### config.mk
export PLATFORM = sky130hd
export DESIGN_NAME = fifo_credit_sender
export DESIGN_NICKNAME = d
export VERILOG_FILES = /design/src/rtl/fifo_credit_sender.sv
export SDC_FILE = /design/constraint.sdc
export NUM_CORES = 1
export LEC_CHECK = 0
export CELL_PAD_IN_SITES_DETAIL_PLACEMENT = 0
export CELL_PAD_IN_SITES_GLOBAL_PLACEMENT = 1
export CORE_MARGIN = 8
export CORE_UTILIZATION = 31
export DETAILED_ROUTE_END_ITERATION = 16
export GPL_TIMING_DRIVEN = 0
export PLACE_DENSITY_LB_ADDON = 0.08
export SETUP_SLACK_MARGIN = 0.05
export SYNTH_ARGS = -nofsm -noshare
export SYNTH_HDL_FRONTEND = slang
export SYNTH_SLANG_ARGS = --single-unit
### constraint.sdc
create_clock -name clk -period 2.44 [get_ports clk]
set_input_delay 0.488 -clock clk [delete_from_list [all_inputs] [get_ports clk]]
set_output_delay 0.488 -clock clk [all_outputs]
set_load 0.03 [all_outputs]
### src/rtl/fifo_credit_sender.sv
// rtl/fifo_credit_sender.sv - pops the upstream FIFO onto a registered link, gated by remote credits
module fifo_credit_sender #(
    parameter int W       = 33,
    parameter int CREDITS = 62,
    parameter int CW      = 6,
    parameter int CNTW    = 16
) (
    input  logic            clk,
    input  logic            rst,
    input  logic            en,
    input  logic [W-1:0]    fifo_dout,
    input  logic            fifo_valid,
    output logic            fifo_deq,
    output logic [W-1:0]    link_data,
    output logic            link_enq,
    input  logic            credit_in,
    output logic [CW-1:0]   credits,
    output logic [CNTW-1:0] sent_count,
    output logic            idle,
    output logic            credit_err
);

    typedef enum logic [1:0] {
        ST_INIT  = 2'd0,
        ST_RUN   = 2'd1,
        ST_PAUSE = 2'd2
    } state_t;

    localparam logic [CW-1:0] CRED_MAX = CW'(CREDITS);

    state_t        state;
    state_t        state_next;
    logic          pop;
    logic [CW-1:0] credits_next;
    logic          err_set;
    logic          idle_next;

    always_comb begin
        state_next   = state;
        fifo_deq     = 1'b0;
        pop          = 1'b0;
        credits_next = credits;
        err_set      = 1'b0;
        idle_next    = 1'b0;

        case (state)
            ST_INIT:  state_next = en ? ST_RUN : ST_PAUSE;
            ST_RUN:   if (!en) state_next = ST_PAUSE;
            ST_PAUSE: if (en) state_next = ST_RUN;
            default:  state_next = ST_INIT;
        endcase

        // A credit returned this cycle is not usable until the next one.
        fifo_deq = (state == ST_RUN) && (credits != '0);
        pop      = fifo_deq && fifo_valid;

        if (pop && !credit_in) begin
            credits_next = credits - CW'(1);
        end else if (!pop && credit_in && (credits != CRED_MAX)) begin
            credits_next = credits + CW'(1);
        end

        err_set   = credit_in && (credits == CRED_MAX);
        idle_next = (credits_next == CRED_MAX) && !pop && (state_next != ST_INIT);
    end

    always_ff @(posedge clk) begin
        if (rst) begin
            state      <= ST_INIT;
            credits    <= CRED_MAX;
            sent_count <= '0;
            credit_err <= 1'b0;
            link_enq   <= 1'b0;
            link_data  <= '0;
            idle       <= 1'b0;
        end else begin
            state    <= state_next;
            credits  <= credits_next;
            link_enq <= pop;
            idle     <= idle_next;
            if (pop) begin
                link_data  <= fifo_dout;
                sent_count <= sent_count + CNTW'(1);
            end
            if (err_set) begin
                credit_err <= 1'b1;
            end
        end
    end

    a_credit_range: assert property (@(posedge clk) disable iff (rst) credits <= CRED_MAX);

endmodule
==> key figures <==
Floorplan
  – Number of top-level design ports: 97
  – Die area: 11210 sq um
  – Width of the die: 105.9 um
  – Core Footprint: around 7800 sq um
  – Initial Util: 0.3225
  – Site row count: 32
  – Die extent in y: 105.9 um

Pwr
  – Worst vdd rail ir drop: 246.0 uV
  – Pwr Total: 2.281 mW
  – Switching fraction of total power: 0.2768
  – Sw Pwr: ~630 uW
  – Part of the power in the clock network: 0.340
  – Combinational cell fraction of total power: 0.200
  – Relative contribution of sequential cells to total power: 0.459
  – Internal power contribution: 1.650 mW
  – Static leakage: about 1.3 nW
  – Total power per unit cell area: 606.1 nW/um^2

Clocking
  – Number of clock buffers inserted by TritonCTS: 9
  – Clock-pin slew on the worst setup and hold paths: 0.06 ns
  – Clock latency reported for the late side of the worst-skew pair: 0.32 ns
  – CTS tree: yes
  – Number of buffers inserted by post-CTS setup repair: 0
  – Sinks on the clock net: 60
  – Maximum root-to-sink buffer count: 2
  – Root Driver: clkbuf_8
  – CTS HTree Levels: 3

Synthesis
  – Most area-consuming cells after synthesis: dfxtp_1 (48%), nand2_1 (11%), a21oi_1 (7.6%)
  – Synth top cells by count: nand2_1 (76), dfxtp_1 (60), a21oi_1 (38), nor2_1 (21), xor2_1 (13)
  – Total nets after synthesis: ~340
  – Primary flip-flop cell chosen by synthesis mapping: dfxtp_1
  – Top-count cell post-synth: nand2_1
  – Leading area contributor after synthesis: dfxtp_1
  – Share of synthesized area occupied by flip-flops and latches: 0.4795
  – Number of enable-type register cells in the synthesized netlist: 0
  – Count of different cell masters after synthesis: 35
  – Area of the mapped netlist: 2505 sq um
  – Number of register bits inferred by synthesis: 60
  – Synth Instances: 293
  – Area share of the largest cell type after synthesis: 0.4795
  – Fraction of synthesis flops using an asynchronous set or reset pin: 0
  – Synth Warn #: 0
  – Mean post-synth cell area: 8.549 sq um

Critical path
  – Kind of capture point of the worst setup path: output port
  – Critical path arrival: ~1.7 ns
  – Cell with the largest stage delay on the worst path: dfxtp_1
  – CP peak stage delay: ~0.5 ns
  – FF-to-FF End: idle
  – Depth of the most critical reg-to-reg path: 8
  – Highest fanout seen on the critical path: 8
  – Critical Path Source: credits[1]
  – R2R Setup Slk: 0.28 ns
  – Critical path class: reg2out
  – Cells along the critical path: inv_1 -> ha_1 -> nand2b_4 -> nor4_2 -> nor3b_1 -> buf_2
  – Reg2Reg Launch Point: credits[0]
  – Kind of cell adding the most delay to the critical path: flip-flops
  – Startpoint types: register
  – Critical path buffer and inverter count: 2
  – Required time of the critical path: around 2.0 ns

Drt
  – Vias per cell: 4.557
  – DRT iter0 DRCs: 70
  – Remaining antenna violation count after routing: 0
  – Aggregate routed wire length: 6.931 mm
  – Pre-Repair DR Iteration Count: 4
  – Via Count: 2306
  – Drc violations: 0
  – WL/cell: 13.70 um

Timing
  – Final min period: 2.211 ns
  – Final worst path period share: 0.9062
  – Measured slew at the worst slew-check pin: 0.6011 ns
  – Maximum achievable frequency: 0.4523 GHz
  – Remaining max-slew budget at the tightest pin: 0.5979
  – Number of slew-limit violations in the final report: 0
  – Hold Violations, Final: 0
  – Final setup margin: 0.2289 ns
  – RSZ-0062 raised after global routing: false
  – Worst-case clock skew: about 0.0088 ns
  – Final setup vio count: 0
  – Hold_ws: 0.4520 ns

Finish
  – Share of the core filled with cells: 0.4845
  – Number of antenna diodes: 0
  – Fraction of layout instances using a drive strength above 1: 0.07921
  – Finished Cell Area: about 3800 sq um
  – Layout overhead on the synthesized area: 50.25%
  – Number of filler instances in the final layout: 815
  – NumNets Final: 442

Placement
  – Total cell area at the placement stage: 3593 sq um
  – DP Worst Slack: -0.004296 ns
  – Post-DP HPWL: 5.226 mm
  – I/O Buffers: between 90 and 100
  – Routability cong.: 0.7928

Run
  – Max-cap violations: 0

Hold path
  – Terminating pin of the worst hold path: link_data[17]
  – Beginning of the worst hold path: link_data[17]
  – Hold/Removal Path Class: reg2reg
  – Count of cells along the worst hold path: 2

GRT
  – First-pass GRT wire length: 11.57 mm
  – Total overflow reported by the global router: 0
  – Maximum number of pins on one net before global-route repair: 11
  – Number of global-route vias before repair: 2359
  – GR Util All Layers: 0.1254
  – Initial antenna violation count: 0

Outcome
  – Outcome: completed
cells in the final DEF (no fill, tap or decap), types with 5 or more instances in the layout:
cell type / synthesis / final
xor2_1: 13 / 13
nand2_1: 76 / 76
clkbuf_1: 8 / 10
dfxtp_1: 60 / 60
clkbuf_8: 0 / 11
nor2_1: 21 / 21
nand4_1: 6 / 6
buf_2: 4 / 5
buf_4: 5 / 5
a21oi_1: 38 / 38
xnor2_1: 8 / 8
clkdlybuf4s50_1: 0 / 95
kinds of logic after synthesis:
group | count (synthesis) | share of synthesized area
adder cells (fa/ha/maj) | 4 | 0.01998
AO/OA/AOI/OAI | 45 | 0.1094
flip-flops | 60 | 0.4795
AND/OR/NAND/NOR | 139 | 0.2617
buffers and inverters | 21 | 0.04396
multiplexers | 3 | 0.01199
XOR/XNOR | 21 | 0.07343
through the flow:
| step | std cells | TNS [ns] |
|---|---|---|
| after CTS | 506 | 0 |
| after global placement | 491 | 0 |
| after floorplan | 293 | 0 |
| after detailed placement | 491 | -0.004809 |
| after global routing | 506 | 0 |
| final | 506 | 0 |
power by group through the flow:
stage,Sequential [mW],Clock (mW),Combinational [mW]
5_1_grt,1.05,0.856,0.493
3_5_place_dp,1.07,0,0.461
3_3_place_gp,1.07,0,0.463
4_1_cts,1.05,0.814,0.463
2_1_floorplan,1.14,0,0.200
6_report,1.05,0.776,0.457
metal layers:
metal | global-route usage | share of wire | up-vias | wire length, um
li1 | - | - | 1182 | -
met1 | 0.1427 | 0.44 | 1065 | 3029
met2 | 0.1984 | 0.46 | 54 | 3203
met3 | 0.06099 | 0.092 | 5 | 636
met4 | 0.04824 | 0.0087 | 0 | 60
met5 | 0 | 0 | - | 0
state kept, by name (all words and copies together) (netlist names):
name,count
link_data,33
sent_count,16
credits,6
state,2
credit_err,1
idle,1
link_enq,1
repair_timing:
action                     4_1_cts  5_1_grt
gates resized for setup          4        3
hold buffers                     0        0
setup endpoints to repair        1        1
worst reg2reg max path, stage by stage (launching register included):
cell and delay, ns:
dfxtp_1 0.35, inv_1 0.19, ha_1 0.24, nand2b_4 0.09
o41ai_4 0.50, buf_4 0.29, nand2_1 0.06, nor4_1 0.15
and4_1 0.22
worst max path at each step:
stage,to,slack (ns),cells past startpoint
6_report,fifo_deq,0.23,6
5_1_grt,idle,0.08,8
4_1_cts,fifo_deq,0.08,6
3_5_place_dp,link_data[23],-0.004,7
3_3_place_gp,link_data[18],0.04,7
2_1_floorplan,fifo_deq,0.08,5
layout make-up:
cell class	count	area (sq um)	area share
inverter	3	11.26	0.002992
multi-input combinational	212	1200	0.3188
timing repair buffer	96	955.9	0.2540
sequential	60	1201	0.3191
buffer	18	98.84	0.02626
tap	102	127.6	0.03391
clock inverter	2	10.01	0.002660
clock buffer	13	158.9	0.04222
No activity file was read; power rests on OpenSTA's default activity.
